$ cat src/rtl/ws2812b_chain_capture.sv
// WS2812B chain member: skips SKIP upstream pixels, captures NUM_PIXELS pixels, forwards the rest on dout.
// Optional macro WS2812B_DOUBLE_BUFFER_EN adds a front buffer that is updated only when a frame completes.
module ws2812b_chain_capture #(
    parameter int NUM_PIXELS      = 4,
    parameter int BYTES_PER_PIXEL = 3,
    parameter int CNT_W           = 16
) (
    input  logic       clk,
    input  logic       rst_n,
    input  logic [7:0] ui_in,
    output logic [7:0] uo_out,
    input  logic [3:0] address,
    input  logic       data_write,
    input  logic [7:0] data_in,
    output logic [7:0] data_out
);

    localparam int unsigned CAP_BYTES = NUM_PIXELS * BYTES_PER_PIXEL;
    localparam int unsigned IDX_W     = (CAP_BYTES > 1) ? $clog2(CAP_BYTES) : 1;
    localparam logic [IDX_W-1:0] LAST_IDX = IDX_W'(CAP_BYTES - 1);
    localparam logic [10:0]      BPP_W    = 11'(BYTES_PER_PIXEL);

    localparam logic [1:0] ST_SKIP    = 2'd0;
    localparam logic [1:0] ST_CAPTURE = 2'd1;
    localparam logic [1:0] ST_PASS    = 2'd2;

    logic [CNT_W-1:0] threshold, idle_ticks;
    logic [15:0]      sh_thr, sh_idle;
    logic [2:0]       din_sel;
    logic [7:0]       skip_reg, skip_act;
    logic [IDX_W-1:0] rd_index;

    logic             din, din_q, rise, fall;
    logic [CNT_W-1:0] hi_cnt, lo_cnt;
    logic             idle, idle_q, frame_end;
    logic             bit_valid, bit_val, byte_valid;
    logic [2:0]       bit_cnt;
    logic [6:0]       shift;
    logic [7:0]       new_byte;

    logic [1:0]       state;
    logic [10:0]      byte_cnt, skip_total;
    logic [IDX_W-1:0] cap_idx;
    logic             cap_we, cap_done;
    logic             frame_ready, pass_seen, clr_flags;
    logic [7:0]       cap_buf [CAP_BYTES];
    logic [7:0]       rd_byte;

    assign din       = ui_in[din_sel];
    assign rise      = din & ~din_q;
    assign fall      = ~din & din_q;
    assign idle      = (lo_cnt >= idle_ticks);
    assign frame_end = idle & ~idle_q;
    assign bit_valid = fall;
    assign bit_val   = (hi_cnt > threshold);
    // frame_end has priority: a byte completing on the idle edge is dropped
    assign byte_valid = bit_valid & (bit_cnt == 3'd7) & ~frame_end;
    assign new_byte   = {shift, bit_val};
    assign skip_total = {3'b000, skip_act} * BPP_W;
    assign cap_we     = (state == ST_CAPTURE) & byte_valid;
    assign cap_done   = cap_we & (cap_idx == LAST_IDX);
    assign clr_flags  = data_write & (address == 4'h3);

    always_ff @(posedge clk or negedge rst_n) begin
        if (!rst_n) begin
            din_q   <= 1'b0;
            hi_cnt  <= '0;
            lo_cnt  <= '0;
            idle_q  <= 1'b0;
            bit_cnt <= '0;
            shift   <= '0;
        end else begin
            din_q  <= din;
            idle_q <= idle;
            if (rise)
                hi_cnt <= '0;
            else if (din_q && hi_cnt != '1)
                hi_cnt <= hi_cnt + 1'b1;
            if (din_q)
                lo_cnt <= '0;
            else if (lo_cnt != '1)
                lo_cnt <= lo_cnt + 1'b1;
            if (frame_end) begin
                bit_cnt <= '0;
                shift   <= '0;
            end else if (bit_valid) begin
                bit_cnt <= bit_cnt + 1'b1;
                shift   <= new_byte[6:0];
            end
        end
    end

    always_ff @(posedge clk or negedge rst_n) begin
        if (!rst_n) begin
            state    <= ST_CAPTURE;
            skip_act <= '0;
            byte_cnt <= '0;
            cap_idx  <= '0;
        end else if (frame_end) begin
            state    <= (skip_reg != 8'd0) ? ST_SKIP : ST_CAPTURE;
            skip_act <= skip_reg;
            byte_cnt <= '0;
            cap_idx  <= '0;
        end else begin
            case (state)
                ST_SKIP: if (byte_valid) begin
                    if (byte_cnt == skip_total - 11'd1) begin
                        state   <= ST_CAPTURE;
                        cap_idx <= '0;
                    end else begin
                        byte_cnt <= byte_cnt + 11'd1;
                    end
                end
                ST_CAPTURE: if (byte_valid) begin
                    if (cap_idx == LAST_IDX)
                        state <= ST_PASS;
                    else
                        cap_idx <= cap_idx + 1'b1;
                end
                default: ;
            endcase
        end
    end

    always_ff @(posedge clk or negedge rst_n) begin
        if (!rst_n) begin
            frame_ready <= 1'b0;
            pass_seen   <= 1'b0;
        end else begin
            if (cap_done)
                frame_ready <= 1'b1;
            else if (clr_flags)
                frame_ready <= 1'b0;
            if (state == ST_PASS && bit_valid)
                pass_seen <= 1'b1;
            else if (clr_flags)
                pass_seen <= 1'b0;
        end
    end

    always_ff @(posedge clk or negedge rst_n) begin
        if (!rst_n) begin
            for (int unsigned i = 0; i < CAP_BYTES; i++)
                cap_buf[i] <= '0;
        end else if (cap_we) begin
            cap_buf[cap_idx] <= new_byte;
        end
    end

`ifdef WS2812B_DOUBLE_BUFFER_EN
    logic [7:0] front_buf [CAP_BYTES];

    // The last byte is merged in directly since it lands in cap_buf on the same edge
    always_ff @(posedge clk or negedge rst_n) begin
        if (!rst_n) begin
            for (int unsigned i = 0; i < CAP_BYTES; i++)
                front_buf[i] <= '0;
        end else if (cap_done) begin
            for (int unsigned i = 0; i < CAP_BYTES; i++)
                front_buf[i] <= (IDX_W'(i) == cap_idx) ? new_byte : cap_buf[i];
        end
    end

    assign rd_byte = front_buf[rd_index];
`else
    assign rd_byte = cap_buf[rd_index];
`endif

    always_ff @(posedge clk or negedge rst_n) begin
        if (!rst_n) begin
            threshold  <= CNT_W'(38);
            idle_ticks <= CNT_W'(3840);
            sh_thr     <= 16'd38;
            sh_idle    <= 16'd3840;
            din_sel    <= 3'd1;
            skip_reg   <= '0;
            rd_index   <= '0;
        end else if (data_write) begin
            case (address)
                4'h0: rd_index      <= IDX_W'(32'(data_in) % CAP_BYTES);
                4'h4: sh_thr[7:0]   <= data_in;
                4'h5: sh_thr[15:8]  <= data_in;
                4'h6: sh_idle[7:0]  <= data_in;
                4'h7: sh_idle[15:8] <= data_in;
                4'h8: begin
                    threshold  <= CNT_W'(sh_thr);
                    idle_ticks <= CNT_W'(sh_idle);
                end
                4'h9: skip_reg <= data_in;
                4'hE: din_sel  <= data_in[2:0];
                default: ;
            endcase
        end
    end

    always_comb begin
        data_out = '0;
        case (address)
            4'h1: data_out = rd_byte;
            4'h2: data_out = {4'b0000, state, pass_seen, frame_ready};
            default: ;
        endcase
    end

    assign uo_out = {8{(state == ST_PASS) & din_q}};

endmodule

$ cat config.mk
export PLATFORM = sky130hd
export DESIGN_NAME = ws2812b_chain_capture
export DESIGN_NICKNAME = d
export VERILOG_FILES = /design/src/rtl/ws2812b_chain_capture.sv
export SDC_FILE = /design/constraint.sdc
export NUM_CORES = 1
export LEC_CHECK = 0
export CELL_PAD_IN_SITES_DETAIL_PLACEMENT = 0
export CELL_PAD_IN_SITES_GLOBAL_PLACEMENT = 2
export CORE_ASPECT_RATIO = 0.5
export CORE_UTILIZATION = 46
export DETAILED_ROUTE_END_ITERATION = 6
export PLACE_DENSITY = 0.81
export SYNTH_ARGS = -nofsm -noshare
export SYNTH_HDL_FRONTEND = slang
export SYNTH_SLANG_ARGS = --single-unit
$ cat constraint.sdc
create_clock -name clk -period 6.12 [get_ports clk]
set_clock_uncertainty 0.05 [all_clocks]
set_input_delay 1.53 -clock clk [delete_from_list [all_inputs] [get_ports clk]]
set_output_delay 1.53 -clock clk [all_outputs]
set_load 0.01 [all_outputs]
==> report_table.html, run 1 <==
<table>
<tr><th>Metric</th><th>Value</th></tr>
<tr><th colspan="2">Clocking</th></tr>
<tr><td>CTS tree</td><td>done</td></tr>
<tr><td>Number of clock buffers inserted by TritonCTS</td><td>24</td></tr>
<tr><td>Number of hold buffers added after CTS</td><td>0</td></tr>
<tr><td>Number of buffers on the longest clock path</td><td>3</td></tr>
<tr><td>Root Buffer</td><td>sky130_fd_sc_hd__clkbuf_16</td></tr>
<tr><td>Post-CTS Repair Setup Buffers</td><td>0</td></tr>
<tr><td>Clock Latency Late Sink</td><td>approximately 0.55 ns</td></tr>
<tr><td>Register clock-pin slew on the reported worst setup and hold paths</td><td>roughly 0.070 ns</td></tr>
<tr><td>Post-cts repair resize count</td><td>0</td></tr>
<tr><td>CTS sink cnt</td><td>roughly 250</td></tr>
<tr><td>Number of H-tree levels</td><td>1</td></tr>
<tr><th colspan="2">Synth</th></tr>
<tr><td>Flip-flop and latch count after synthesis</td><td>around 250</td></tr>
<tr><td>Count of flip-flops with a built-in enable after synthesis</td><td>0</td></tr>
<tr><td>Syn_nets</td><td>1174</td></tr>
<tr><td>Register area share after synthesis</td><td>just under 50%</td></tr>
<tr><td>Instance count of the mapped netlist</td><td>approximately 1100</td></tr>
<tr><td>Mapped cell area</td><td>between 10000 and 15000 um^2</td></tr>
<tr><td>Mean instance size in the synthesized netlist</td><td>approximately 12 um^2</td></tr>
<tr><td>Warnings from Yosys</td><td>0</td></tr>
<tr><td>Share of synthesized registers carrying an async set or reset</td><td>100%</td></tr>
<tr><td>Cell variety after synth</td><td>68</td></tr>
<tr><td>Dominant register cell in the synthesized netlist</td><td>sky130_fd_sc_hd__dfrtp_1</td></tr>
<tr><th colspan="2">Detailed routing</th></tr>
<tr><td>Iteration-0 DRC count of the detailed router</td><td>~400</td></tr>
<tr><td>First-pass iteration count of the detailed router</td><td>5</td></tr>
<tr><td>Via density per instance</td><td>around 5.5</td></tr>
<tr><td>Post-route DRC violation count</td><td>0</td></tr>
<tr><td>Detailed Route WL</td><td>27.7 mm</td></tr>
<tr><td>Via Count</td><td>approximately 8200</td></tr>
<tr><td>Average routed wire per standard cell</td><td>between 15 and 20 um</td></tr>
<tr><td>Number of nets with antenna violations after detailed routing</td><td>0</td></tr>
<tr><th colspan="2">Placement</th></tr>
<tr><td>Detailed placer's ending HPWL</td><td>19.1 mm</td></tr>
<tr><td>Post-placement worst setup slack</td><td>around 1 ns</td></tr>
<tr><td>Placed cell areas</td><td>between 10000 and 15000 um^2</td></tr>
<tr><td>Port Buffer Count</td><td>38</td></tr>
<tr><td>Final GP Congestion</td><td>0.828</td></tr>
<tr><th colspan="2">Finish</th></tr>
<tr><td>Multi-input logic area</td><td>roughly 6000 um^2</td></tr>
<tr><td>Share of cells above drive strength 1</td><td>between 20% and 30%</td></tr>
<tr><td>Most common library cell in the layout ignoring fill and taps</td><td>sky130_fd_sc_hd__dfrtp_1</td></tr>
<tr><td>Flip-flop and latch area</td><td>around 6200 um^2</td></tr>
<tr><td>Leading cell types in the layout, fill and taps excluded</td><td>sky130_fd_sc_hd__dfrtp_1, sky130_fd_sc_hd__mux2_2, sky130_fd_sc_hd__inv_1</td></tr>
<tr><td>Final nets</td><td>roughly 1200</td></tr>
<tr><td>Register with the most flip-flops</td><td>cap_buf</td></tr>
<tr><td>Ant diodes</td><td>0</td></tr>
<tr><td>Largest register FFs</td><td>96</td></tr>
<tr><td>Util after Layout</td><td>about 53%</td></tr>
<tr><td>Summed area of non-filler cells in the final layout</td><td>around 14000 um^2</td></tr>
<tr><td>Syn-to-layout area delta</td><td>11.4%</td></tr>
<tr><td>Filler cells</td><td>~2300</td></tr>
<tr><th colspan="2">Floorplan</th></tr>
<tr><td>Die area</td><td>approximately 29000 um^2</td></tr>
<tr><td>Number of rows created at floorplan</td><td>42</td></tr>
<tr><td>Core ar.</td><td>roughly 27000 um^2</td></tr>
<tr><td>Vertical extent of the die</td><td>around 120 um</td></tr>
<tr><td>Starting density of the core</td><td>~48%</td></tr>
<tr><td>Die W</td><td>around 240 um</td></tr>
<tr><td>I/O pins</td><td>39</td></tr>
<tr><th colspan="2">Timing</th></tr>
<tr><td>Final Hold Violating Endpoints</td><td>0</td></tr>
<tr><td>Final worst slack</td><td>0.946 ns</td></tr>
<tr><td>Final Cycle Share</td><td>a little over four fifths</td></tr>
<tr><td>Final Max Slew Viols</td><td>0</td></tr>
<tr><td>Actual transition at the worst max-transition pin</td><td>0.960 ns</td></tr>
<tr><td>Number of setup violations in the final report</td><td>0</td></tr>
<tr><td>Max transition margin</td><td>a little over a third</td></tr>
<tr><td>Shortest period the worst path allows</td><td>5.17 ns</td></tr>
<tr><td>Max frequency</td><td>0.193 GHz</td></tr>
<tr><td>Final setup TNS</td><td>0 ns</td></tr>
<tr><td>Unrepaired setup endpoints after global routing</td><td>false</td></tr>
<tr><th colspan="2">Worst setup path</th></tr>
<tr><td>Critical path arrival</td><td>~3.6 ns</td></tr>
<tr><td>Crit. End Element</td><td>output port</td></tr>
<tr><td>Critical-path cell list</td><td>clkdlybuf4s50_1, or2_1, nor2_1, and2_1, clkdlybuf4s50_1</td></tr>
<tr><td>Startpoint class of the critical path</td><td>input port</td></tr>
<tr><td>Critical path start-end classification</td><td>input port to output port</td></tr>
<tr><td>CP max-delay cell</td><td>sky130_fd_sc_hd__clkdlybuf4s50_1</td></tr>
<tr><td>Critical Path Fanout Max</td><td>7</td></tr>
<tr><td>Critical path data required time</td><td>between 4 and 5 ns</td></tr>
<tr><td>Most numerous cell on the critical path</td><td>sky130_fd_sc_hd__clkdlybuf4s50_1</td></tr>
<tr><td>Number of cells on the worst reg-to-reg path</td><td>6</td></tr>
<tr><td>Highest cell delay on the worst timing path</td><td>between 0.5 and 0.6 ns</td></tr>
<tr><th colspan="2">Power</th></tr>
<tr><td>Power per Cell Area</td><td>358 nW/um^2</td></tr>
<tr><td>IR Drop Worst-Case VDD</td><td>between 0.15 and 0.2 mV</td></tr>
<tr><td>Static leakage</td><td>~6.6 nW</td></tr>
<tr><td>Final total power</td><td>5.10 mW</td></tr>
<tr><th colspan="2">Hold path</th></tr>
<tr><td>Cell depth of the worst min-delay path</td><td>2</td></tr>
<tr><td>Path category of the worst min-delay check</td><td>flop to flop</td></tr>
<tr><th colspan="2">Status</th></tr>
<tr><td>Result of the run</td><td>finished clean</td></tr>
<tr><th colspan="2">GRT</th></tr>
<tr><td>Number of global-route vias before repair</td><td>8513</td></tr>
<tr><td>Global-route wire length before repair</td><td>46.0 mm</td></tr>
<tr><td>Remaining Overflow, GRT</td><td>0</td></tr>
<tr><td>Number of antenna violations at the first check in global routing</td><td>0</td></tr>
<tr><td>Pin count of the biggest net entering global routing</td><td>~110</td></tr>
<tr><td>Overall Global Routing Usage</td><td>between 20% and 30%</td></tr>
<tr><th colspan="2">Run</th></tr>
<tr><td>Max-Cap Viols</td><td>0</td></tr>
</table>
power breakdown:
group	switching, mW	internal (mW)	leakage, nW
Sequential	0.254	1.86	3.27
Combinational	0.833	0.703	2.97
Clock	0.656	0.794	0.356
Total	1.74	3.35	6.60
synth_stat cells (2+ instances only):
library cell	instances	area, um^2
sky130_fd_sc_hd__nand4_1	9	56.3
sky130_fd_sc_hd__mux4_2	24	541
sky130_fd_sc_hd__inv_1	74	278
sky130_fd_sc_hd__xnor2_1	17	149
sky130_fd_sc_hd__a21oi_1	26	130
sky130_fd_sc_hd__a2111oi_0	2	17.5
sky130_fd_sc_hd__buf_2	2	10.0
sky130_fd_sc_hd__mux2i_1	28	280
sky130_fd_sc_hd__nand2b_1	8	50.1
sky130_fd_sc_hd__mux2_2	173	1950
sky130_fd_sc_hd__a22oi_1	5	37.5
sky130_fd_sc_hd__nand3_1	37	185
sky130_fd_sc_hd__and4_1	2	17.5
sky130_fd_sc_hd__nor2_1	67	251
sky130_fd_sc_hd__nand2_1	55	206
sky130_fd_sc_hd__dfstp_2	16	420
sky130_fd_sc_hd__xor2_1	18	158
sky130_fd_sc_hd__nor3b_1	3	22.5
sky130_fd_sc_hd__and2_1	9	56.3
sky130_fd_sc_hd__a221oi_1	2	17.5
sky130_fd_sc_hd__nand4b_1	3	26.3
sky130_fd_sc_hd__a31oi_1	6	37.5
sky130_fd_sc_hd__o21ai_0	48	240
sky130_fd_sc_hd__dfrtp_1	230	5760
sky130_fd_sc_hd__a211oi_1	2	15.0
sky130_fd_sc_hd__ha_1	58	726
sky130_fd_sc_hd__nand3_2	7	70.1
sky130_fd_sc_hd__a311oi_1	3	26.3
sky130_fd_sc_hd__nand4b_4	2	47.6
sky130_fd_sc_hd__or3_1	4	25.0
sky130_fd_sc_hd__and3_1	16	100
sky130_fd_sc_hd__buf_1	5	18.8
sky130_fd_sc_hd__buf_4	8	60.1
sky130_fd_sc_hd__o21ai_1	2	10.0
sky130_fd_sc_hd__clkbuf_1	37	139
sky130_fd_sc_hd__o22ai_1	10	62.6
sky130_fd_sc_hd__and3b_1	2	17.5
sky130_fd_sc_hd__nor4_1	7	43.8
sky130_fd_sc_hd__a21o_1	10	75.1
sky130_fd_sc_hd__nor2b_1	18	113
sky130_fd_sc_hd__nor3_1	8	40.0
sky130_fd_sc_hd__o211ai_1	3	22.5
worst paths after layout:
path | startpoint | to | slack (ns)
min in group asynchronous | rst_n | lo_cnt[2] | 0.97
max in group asynchronous | rst_n | cap_buf[47] | 3.93
hold reg to reg | sh_thr[5] | sh_thr[5] | 0.44
setup reg to reg | din_q | cap_buf[44] | 2.08
hold / removal | sh_thr[5] | sh_thr[5] | 0.44
setup / recovery | address[3] | data_out[5] | 0.95
per-layer routing:
layer / share of wire [%] / track usage, %
met1: 48 / 28.2
met2: 48 / 34.3
met3: 3.2 / 3.52
met4: 1.3 / 3.47
met5: 0 / 0
layout make-up:
cell class / instances / share of cell area, %
Clock inverter: 13 / 0.816
Timing Repair Buffer: 47 / 3.26
Inverter: 74 / 1.95
Multi-Input combinational cell: 719 / 42.9
Sequential cell: 246 / 43.3
Tap cell: 374 / 3.28
Clock buffer: 30 / 4.51
worst max-delay path, delay by kind of cell:
kind | cells | cell delay [ns]
buffers and inverters | 2 | 1.07
AND/OR/NAND/NOR | 3 | 0.99
per-stage QoR:
step	hold slack, ns	instances
2_1_floorplan	0.400	1092
3_3_place_gp	0.420	1460
3_5_place_dp	0.431	1460
4_1_cts	0.441	1503
5_1_grt	0.467	1503
6_report	0.436	1503
cells by family after synthesis:
group	Yosys count	share of synthesized area (%)
muxes	227	21.8
and+or+nand+nor	268	11.5
buffers and inverters	127	4.04
DFF	246	48.3
xor gates and xnor gates	35	2.40
adders and majority gates	59	5.83
AOI/OAI and AO/OA	130	6.15
Note: power is estimated with default switching activity, not from simulation.
==> inputs of run 2 (changes only) <==
Settings changed: CORE_UTILIZATION 46 to 43, PLACE_DENSITY 0.81 to 0.76.
Clock period 6.12 ns to 5 ns, I/O delays scaled along.
==> report_table.html, run 2 (same netlist as run 1, synthesis figures left out) <==
<table>
<tr><th>Metric</th><th>Value</th></tr>
<tr><th colspan="2">Hold path</th></tr>
<tr><td>Hold EP</td><td>sh_thr[5]</td></tr>
<tr><td>Hold path start</td><td>sh_thr[5]</td></tr>
<tr><td>Cell depth of the worst min-delay path</td><td>2</td></tr>
<tr><td>Path category of the worst min-delay check</td><td>flop to flop</td></tr>
<tr><th colspan="2">Timing</th></tr>
<tr><td>Final Max Slew Viols</td><td>0</td></tr>
<tr><td>Shortest period the worst path allows</td><td>about 4.6 ns</td></tr>
<tr><td>Unrepaired setup endpoints after global routing</td><td>false</td></tr>
<tr><td>Max frequency</td><td>about 0.22 GHz</td></tr>
<tr><td>Number of setup violations in the final report</td><td>0</td></tr>
<tr><td>Max transition margin</td><td>between 30 and 40%</td></tr>
<tr><td>Final Cycle Share</td><td>91.5%</td></tr>
<tr><td>Worst Hold Slack</td><td>about 0.43 ns</td></tr>
<tr><td>Final setup TNS</td><td>0 ns</td></tr>
<tr><td>Final worst slack</td><td>about 0.42 ns</td></tr>
<tr><td>Actual transition at the worst max-transition pin</td><td>about 0.90 ns</td></tr>
<tr><td>Final Hold Violating Endpoints</td><td>0</td></tr>
<tr><th colspan="2">Power</th></tr>
<tr><td>Final total power</td><td>approximately 6.3 mW</td></tr>
<tr><td>Power per Cell Area</td><td>about 440 nW/um^2</td></tr>
<tr><td>Static leakage</td><td>6.63 nW</td></tr>
<tr><td>Switching portion of total power</td><td>between 30 and 40%</td></tr>
<tr><td>Combinational fraction of design power</td><td>30.0%</td></tr>
<tr><td>Internal power summed over all cells</td><td>4.16 mW</td></tr>
<tr><td>Clock network fraction of total power</td><td>around 29%</td></tr>
<tr><td>Net switching power</td><td>about 2.1 mW</td></tr>
<tr><td>Proportion of power drawn by flip-flops and latches</td><td>about 41%</td></tr>
<tr><td>IR Drop Worst-Case VDD</td><td>~0.28 mV</td></tr>
<tr><th colspan="2">Worst setup path</th></tr>
<tr><td>Critical Path Fanout Max</td><td>7</td></tr>
<tr><td>Critical-path cell list</td><td>clkdlybuf4s50_1, or2_1, nor2_1, and2_1, clkdlybuf4s50_1</td></tr>
<tr><td>Critical path start-end classification</td><td>input port to output port</td></tr>
<tr><td>Critical path arrival</td><td>roughly 3.3 ns</td></tr>
<tr><td>Highest cell delay on the worst timing path</td><td>around 0.54 ns</td></tr>
<tr><td>Reg2reg setup slack</td><td>around 1.3 ns</td></tr>
<tr><td>Most numerous cell on the critical path</td><td>sky130_fd_sc_hd__clkdlybuf4s50_1</td></tr>
<tr><td>Category of cells accounting for the largest share of critical-path delay</td><td>buffers and inverters</td></tr>
<tr><td>Number of buffer and inverter instances along the worst setup path</td><td>2</td></tr>
<tr><td>Crit. End Element</td><td>output port</td></tr>
<tr><td>Critical path data required time</td><td>~3.7 ns</td></tr>
<tr><td>Start of the worst register-to-register path</td><td>skip_act[4]</td></tr>
<tr><td>FF-to-FF End</td><td>byte_cnt[5]</td></tr>
<tr><td>Number of cells on the worst reg-to-reg path</td><td>12</td></tr>
<tr><td>Startpoint class of the critical path</td><td>input port</td></tr>
<tr><td>CP max-delay cell</td><td>sky130_fd_sc_hd__clkdlybuf4s50_1</td></tr>
<tr><td>Start point of the critical path</td><td>address[3]</td></tr>
<tr><th colspan="2">Floorplan</th></tr>
<tr><td>Core ar.</td><td>between 20000 and 30000 um^2</td></tr>
<tr><td>I/O pins</td><td>39</td></tr>
<tr><td>Die W</td><td>246 um</td></tr>
<tr><td>Starting density of the core</td><td>43.9%</td></tr>
<tr><td>Vertical extent of the die</td><td>around 120 um</td></tr>
<tr><td>Number of rows created at floorplan</td><td>between 40 and 50</td></tr>
<tr><td>Die area</td><td>~30000 um^2</td></tr>
<tr><th colspan="2">Detailed routing</th></tr>
<tr><td>Met2 wirelength from detailed routing</td><td>around 13 mm</td></tr>
<tr><td>Post-route DRC violation count</td><td>0</td></tr>
<tr><td>Iteration-0 DRC count of the detailed router</td><td>between 400 and 500</td></tr>
<tr><td>Number of nets with antenna violations after detailed routing</td><td>0</td></tr>
<tr><td>M1 WL</td><td>14.1 mm</td></tr>
<tr><td>Detailed Route WL</td><td>between 20 and 30 mm</td></tr>
<tr><td>Highest Signal Layer</td><td>met4</td></tr>
<tr><td>Average routed wire per standard cell</td><td>18.5 um</td></tr>
<tr><td>Via density per instance</td><td>around 5.4</td></tr>
<tr><td>Total length of routed met3 wires</td><td>between 700 and 800 um</td></tr>
<tr><td>First-pass iteration count of the detailed router</td><td>5</td></tr>
<tr><td>Via Count</td><td>slightly above 8000</td></tr>
<tr><th colspan="2">GRT</th></tr>
<tr><td>Pin count of the biggest net entering global routing</td><td>101</td></tr>
<tr><td>Number of global-route vias before repair</td><td>roughly 8000</td></tr>
<tr><td>Remaining Overflow, GRT</td><td>0</td></tr>
<tr><td>Number of antenna violations at the first check in global routing</td><td>0</td></tr>
<tr><td>Global-route wire length before repair</td><td>roughly 45 mm</td></tr>
<tr><td>Overall Global Routing Usage</td><td>between 10% and 20%</td></tr>
<tr><th colspan="2">Finish</th></tr>
<tr><td>Largest register FFs</td><td>96</td></tr>
<tr><td>Flip-flop and latch area</td><td>6180 um^2</td></tr>
<tr><td>Summed area of non-filler cells in the final layout</td><td>~14000 um^2</td></tr>
<tr><td>Multi-input logic area</td><td>about 6000 um^2</td></tr>
<tr><td>Filler cells</td><td>approximately 2600</td></tr>
<tr><td>Share of cells above drive strength 1</td><td>24.6%</td></tr>
<tr><td>Final nets</td><td>between 1000 and 1500</td></tr>
<tr><td>Leading cell types in the layout, fill and taps excluded</td><td>sky130_fd_sc_hd__dfrtp_1, sky130_fd_sc_hd__mux2_2, sky130_fd_sc_hd__inv_1</td></tr>
<tr><td>Number of standard cells in the final layout excluding fillers</td><td>1524</td></tr>
<tr><td>Util after Layout</td><td>between 40% and 50%</td></tr>
<tr><td>Most common library cell in the layout ignoring fill and taps</td><td>sky130_fd_sc_hd__dfrtp_1</td></tr>
<tr><td>Ant diodes</td><td>0</td></tr>
<tr><td>Register with the most flip-flops</td><td>cap_buf</td></tr>
<tr><td>Syn-to-layout area delta</td><td>11.8%</td></tr>
<tr><th colspan="2">Clocking</th></tr>
<tr><td>Number of H-tree levels</td><td>1</td></tr>
<tr><td>Number of clock buffers inserted by TritonCTS</td><td>25</td></tr>
<tr><td>CTS tree</td><td>done</td></tr>
<tr><td>Register clock-pin slew on the reported worst setup and hold paths</td><td>roughly 0.06 ns</td></tr>
<tr><td>Clock Latency Late Sink</td><td>~0.54 ns</td></tr>
<tr><td>Number of buffers on the longest clock path</td><td>3</td></tr>
<tr><td>Post-CTS Repair Setup Buffers</td><td>0</td></tr>
<tr><td>Post-cts repair resize count</td><td>0</td></tr>
<tr><td>CTS sink cnt</td><td>roughly 250</td></tr>
<tr><td>Root Buffer</td><td>sky130_fd_sc_hd__clkbuf_16</td></tr>
<tr><td>Number of hold buffers added after CTS</td><td>0</td></tr>
<tr><th colspan="2">Placement</th></tr>
<tr><td>Final GP Congestion</td><td>between 0.8 and 0.9</td></tr>
<tr><td>Post-placement worst setup slack</td><td>between 0.4 and 0.5 ns</td></tr>
<tr><td>Post-Place Cells</td><td>between 1000 and 1500</td></tr>
<tr><td>Detailed placer's ending HPWL</td><td>19.0 mm</td></tr>
<tr><td>Placed cell areas</td><td>between 10000 and 15000 um^2</td></tr>
<tr><td>Port Buffer Count</td><td>38</td></tr>
<tr><th colspan="2">Run</th></tr>
<tr><td>Max-Cap Viols</td><td>0</td></tr>
<tr><th colspan="2">Status</th></tr>
<tr><td>Result of the run</td><td>finished clean</td></tr>
</table>
[run 2: cell count changes in the layout (fill, tap and decap cells not counted)]
cell                         delta
sky130_fd_sc_hd__clkinv_8       -1
sky130_fd_sc_hd__clkinvlp_4     -5
sky130_fd_sc_hd__buf_4          +1
sky130_fd_sc_hd__clkbuf_8       +1
sky130_fd_sc_hd__inv_6          +2
sky130_fd_sc_hd__clkbuf_16      +1
sky130_fd_sc_hd__clkbuf_1       +6
sky130_fd_sc_hd__clkinv_2       -1
[run 2: area by class of cell]
class	count	area share [%]
clock buffer	38	4.92
clock inverter	8	0.525
inverter	74	1.94
multi-input combinational	719	42.7
sequential	246	43.2
tap	391	3.42
timing repair buffer	48	3.31
[run 2: power by group through the flow]
stage	clock network, mW	registers (mW)	logic (mW)
3_5_place_dp	0	2.62	1.90
3_3_place_gp	0	2.61	1.88
5_1_grt	1.97	2.62	2.17
6_report	1.82	2.57	1.89
4_1_cts	1.88	2.58	1.91
2_1_floorplan	0	2.43	1.57
[run 2: worst max path at each step]
| stage | cells after the start | end |
|---|---|---|
| 6_report | 5 | data_out[7] |
| 5_1_grt | 5 | data_out[7] |
| 4_1_cts | 5 | data_out[4] |
| 3_5_place_dp | 5 | data_out[4] |
| 3_3_place_gp | 5 | data_out[6] |
| 2_1_floorplan | 7 | data_out[0] |
[run 2: per-layer routing]
metal / GRT usage [%] / vias to the layer above
met5: 0 / -
met4: 3.26 / 0
met3: 3.40 / 33
met2: 30.4 / 75
met1: 27.9 / 4144
li1: - / 3919
[run 2: tightest hold or removal path, delay by kind of cell, from the launching register on]
| kind | cells | cell delay, ns |
|---|---|---|
| flip-flops | 1 | 0.36 |
| AO/OA/AOI/OAI | 1 | 0.06 |
| AND/OR/NAND/NOR | 1 | 0.04 |
==> inputs of run 3 (changes only) <==
Settings changed: CTS_CLUSTER_DIAMETER set to 120, PLACE_DENSITY 0.76 to 0.87.
==> report_table.html, run 3 (same netlist as run 1, synthesis figures left out) <==
<table>
<tr><th>Metric</th><th>Value</th></tr>
<tr><th colspan="2">Worst setup path</th></tr>
<tr><td>Most numerous cell on the critical path</td><td>sky130_fd_sc_hd__clkdlybuf4s50_1</td></tr>
<tr><td>Critical-path cell list</td><td>clkdlybuf4s50_1, or2_1, nor2_1, and2_1, clkdlybuf4s50_1</td></tr>
<tr><td>Critical path arrival</td><td>about 3.3 ns</td></tr>
<tr><td>Crit. End Element</td><td>output port</td></tr>
<tr><td>Critical path start-end classification</td><td>input port to output port</td></tr>
<tr><td>Number of buffer and inverter instances along the worst setup path</td><td>2</td></tr>
<tr><td>Number of cells on the worst reg-to-reg path</td><td>11</td></tr>
<tr><td>Critical Path Fanout Max</td><td>7</td></tr>
<tr><td>Critical path data required time</td><td>3.70 ns</td></tr>
<tr><td>Reg2reg setup slack</td><td>approximately 1.4 ns</td></tr>
<tr><td>CP max-delay cell</td><td>sky130_fd_sc_hd__clkdlybuf4s50_1</td></tr>
<tr><td>Count of cell instances traversed by the critical path</td><td>5</td></tr>
<tr><td>Highest cell delay on the worst timing path</td><td>0.55 ns</td></tr>
<tr><td>Start of the worst register-to-register path</td><td>skip_act[6]</td></tr>
<tr><td>Startpoint class of the critical path</td><td>input port</td></tr>
<tr><td>FF-to-FF End</td><td>byte_cnt[5]</td></tr>
<tr><td>Timing endpoint of the critical path</td><td>data_out[7]</td></tr>
<tr><td>Category of cells accounting for the largest share of critical-path delay</td><td>buffers and inverters</td></tr>
<tr><td>Start point of the critical path</td><td>address[3]</td></tr>
<tr><th colspan="2">Clocking</th></tr>
<tr><td>Clock Latency Late Sink</td><td>0.53 ns</td></tr>
<tr><td>Number of hold buffers added after CTS</td><td>0</td></tr>
<tr><td>Root Buffer</td><td>sky130_fd_sc_hd__clkbuf_16</td></tr>
<tr><td>Post-cts repair resize count</td><td>0</td></tr>
<tr><td>Register clock-pin slew on the reported worst setup and hold paths</td><td>0.06 ns</td></tr>
<tr><td>Number of buffers on the longest clock path</td><td>3</td></tr>
<tr><td>CTS tree</td><td>done</td></tr>
<tr><td>Number of clock buffers inserted by TritonCTS</td><td>24</td></tr>
<tr><td>Post-CTS Repair Setup Buffers</td><td>0</td></tr>
<tr><td>CTS sink cnt</td><td>between 200 and 250</td></tr>
<tr><td>Number of H-tree levels</td><td>1</td></tr>
<tr><th colspan="2">Finish</th></tr>
<tr><td>Final nets</td><td>1197</td></tr>
<tr><td>Most common library cell in the layout ignoring fill and taps</td><td>sky130_fd_sc_hd__dfrtp_1</td></tr>
<tr><td>Largest register FFs</td><td>between 90 and 100</td></tr>
<tr><td>Syn-to-layout area delta</td><td>12.0%</td></tr>
<tr><td>Ant diodes</td><td>0</td></tr>
<tr><td>Util after Layout</td><td>about half</td></tr>
<tr><td>Register with the most flip-flops</td><td>cap_buf</td></tr>
<tr><td>Share of cells above drive strength 1</td><td>around a quarter</td></tr>
<tr><td>Leading cell types in the layout, fill and taps excluded</td><td>sky130_fd_sc_hd__dfrtp_1, sky130_fd_sc_hd__mux2_2, sky130_fd_sc_hd__inv_1</td></tr>
<tr><th colspan="2">Placement</th></tr>
<tr><td>Final GP Congestion</td><td>about 0.80</td></tr>
<tr><td>Detailed placer's ending HPWL</td><td>roughly 19 mm</td></tr>
<tr><td>Port Buffer Count</td><td>38</td></tr>
<tr><th colspan="2">GRT</th></tr>
<tr><td>Number of antenna violations at the first check in global routing</td><td>0</td></tr>
<tr><td>Pin count of the biggest net entering global routing</td><td>approximately 110</td></tr>
<tr><td>Global-route wire length before repair</td><td>44.5 mm</td></tr>
<tr><td>Remaining Overflow, GRT</td><td>0</td></tr>
<tr><td>Overall Global Routing Usage</td><td>about 19%</td></tr>
<tr><td>Number of global-route vias before repair</td><td>8274</td></tr>
<tr><th colspan="2">Detailed routing</th></tr>
<tr><td>Detailed Route WL</td><td>around 27 mm</td></tr>
<tr><td>Average routed wire per standard cell</td><td>roughly 18 um</td></tr>
<tr><td>Via density per instance</td><td>around 5.4</td></tr>
<tr><td>Number of nets with antenna violations after detailed routing</td><td>0</td></tr>
<tr><td>Via Count</td><td>between 8000 and 9000</td></tr>
<tr><td>Post-route DRC violation count</td><td>0</td></tr>
<tr><td>First-pass iteration count of the detailed router</td><td>5</td></tr>
<tr><td>Iteration-0 DRC count of the detailed router</td><td>between 500 and 600</td></tr>
<tr><th colspan="2">Timing</th></tr>
<tr><td>Number of setup violations in the final report</td><td>0</td></tr>
<tr><td>Actual transition at the worst max-transition pin</td><td>roughly 0.86 ns</td></tr>
<tr><td>Shortest period the worst path allows</td><td>approximately 4.6 ns</td></tr>
<tr><td>Final Max Slew Viols</td><td>0</td></tr>
<tr><td>Unrepaired setup endpoints after global routing</td><td>false</td></tr>
<tr><td>Final setup TNS</td><td>0 ns</td></tr>
<tr><td>Max frequency</td><td>0.216 GHz</td></tr>
<tr><td>Final Cycle Share</td><td>around 93%</td></tr>
<tr><td>Final Hold Violating Endpoints</td><td>0</td></tr>
<tr><td>Max transition margin</td><td>between 40% and 50%</td></tr>
<tr><th colspan="2">Floorplan</th></tr>
<tr><td>Number of rows created at floorplan</td><td>44</td></tr>
<tr><td>Die W</td><td>between 200 and 250 um</td></tr>
<tr><td>Starting density of the core</td><td>43.9%</td></tr>
<tr><td>Die area</td><td>30500 um^2</td></tr>
<tr><td>Core ar.</td><td>~29000 um^2</td></tr>
<tr><td>Vertical extent of the die</td><td>124 um</td></tr>
<tr><td>I/O pins</td><td>39</td></tr>
<tr><th colspan="2">Power</th></tr>
<tr><td>Power per Cell Area</td><td>443 nW/um^2</td></tr>
<tr><td>Static leakage</td><td>6.64 nW</td></tr>
<tr><td>IR Drop Worst-Case VDD</td><td>approximately 0.22 mV</td></tr>
<tr><th colspan="2">Status</th></tr>
<tr><td>Result of the run</td><td>finished clean</td></tr>
<tr><th colspan="2">Hold path</th></tr>
<tr><td>Path category of the worst min-delay check</td><td>flop to flop</td></tr>
<tr><th colspan="2">Run</th></tr>
<tr><td>Max-Cap Viols</td><td>0</td></tr>
</table>
-- run 3: cell types whose count changed in the layout (fill, tap and decap cells not counted) --
cell	before	now
sky130_fd_sc_hd__clkinv_4	0	2
sky130_fd_sc_hd__bufinv_16	1	3
sky130_fd_sc_hd__clkbuf_1	10	7
sky130_fd_sc_hd__inv_6	2	0
sky130_fd_sc_hd__clkinvlp_4	1	0
sky130_fd_sc_hd__buf_4	9	12
sky130_fd_sc_hd__clkinv_2	4	5
sky130_fd_sc_hd__clkbuf_8	3	1
sky130_fd_sc_hd__buf_12	1	0
-- run 3: worst min-delay path by stage --
stage	endpoint	startpoint	slack (ns)	depth (start not counted)
2_1_floorplan	pass_seen	pass_seen	0.40	2
3_3_place_gp	sh_thr[5]	sh_thr[5]	0.42	2
3_5_place_dp	sh_thr[5]	sh_thr[5]	0.43	2
4_1_cts	sh_thr[5]	sh_thr[5]	0.44	2
5_1_grt	sh_thr[5]	sh_thr[5]	0.45	2
6_report	sh_thr[5]	sh_thr[5]	0.43	2
-- run 3: metal layers --
metal | vias up | routed length [um] | global-route usage (%)
met5 | - | 0 | 0
met4 | 0 | 370 | 2.87
met3 | 30 | 769 | 2.93
met2 | 85 | 12800 | 30.3
met1 | 4175 | 13400 | 26.4
li1 | 3917 | - | -
-- run 3: power breakdown --
| part | internal (mW) | switching [mW] |
|---|---|---|
| Combinational | 0.864 | 1.02 |
| Clock | 1.09 | 0.791 |
| Sequential | 2.27 | 0.306 |
-- run 3: through the flow --
step | worst slack [ns] | std cells | total power [mW] | hold slack, ns | cell area (um^2)
6_report | 0.374 | 1523 | 6.34 | 0.435 | 14300
3_5_place_dp | 0.395 | 1480 | 4.51 | 0.427 | 13500
4_1_cts | 0.378 | 1523 | 6.41 | 0.436 | 14300
3_3_place_gp | 0.421 | 1480 | 4.44 | 0.421 | 13500
5_1_grt | 0.306 | 1523 | 6.77 | 0.449 | 14300
2_1_floorplan | 1.50 | 1092 | 4.00 | 0.400 | 12800
-- run 3: area by class of cell --
| type | count | area (um^2) |
|---|---|---|
| clock buffer | 33 | 666 |
| clock inverter | 10 | 133 |
| fill | 2542 | 14800 |
| inverter | 74 | 278 |
| multi-input combinational | 719 | 6110 |
| sequential | 246 | 6180 |
| tap | 391 | 489 |
| timing repair buffer | 50 | 475 |
-- run 3: tightest hold or removal path: cells and delay by family, from the launching register on --
family / cells / cell delay, ns
compound gates: 1 / 0.07
flops: 1 / 0.37
simple gates: 1 / 0.04
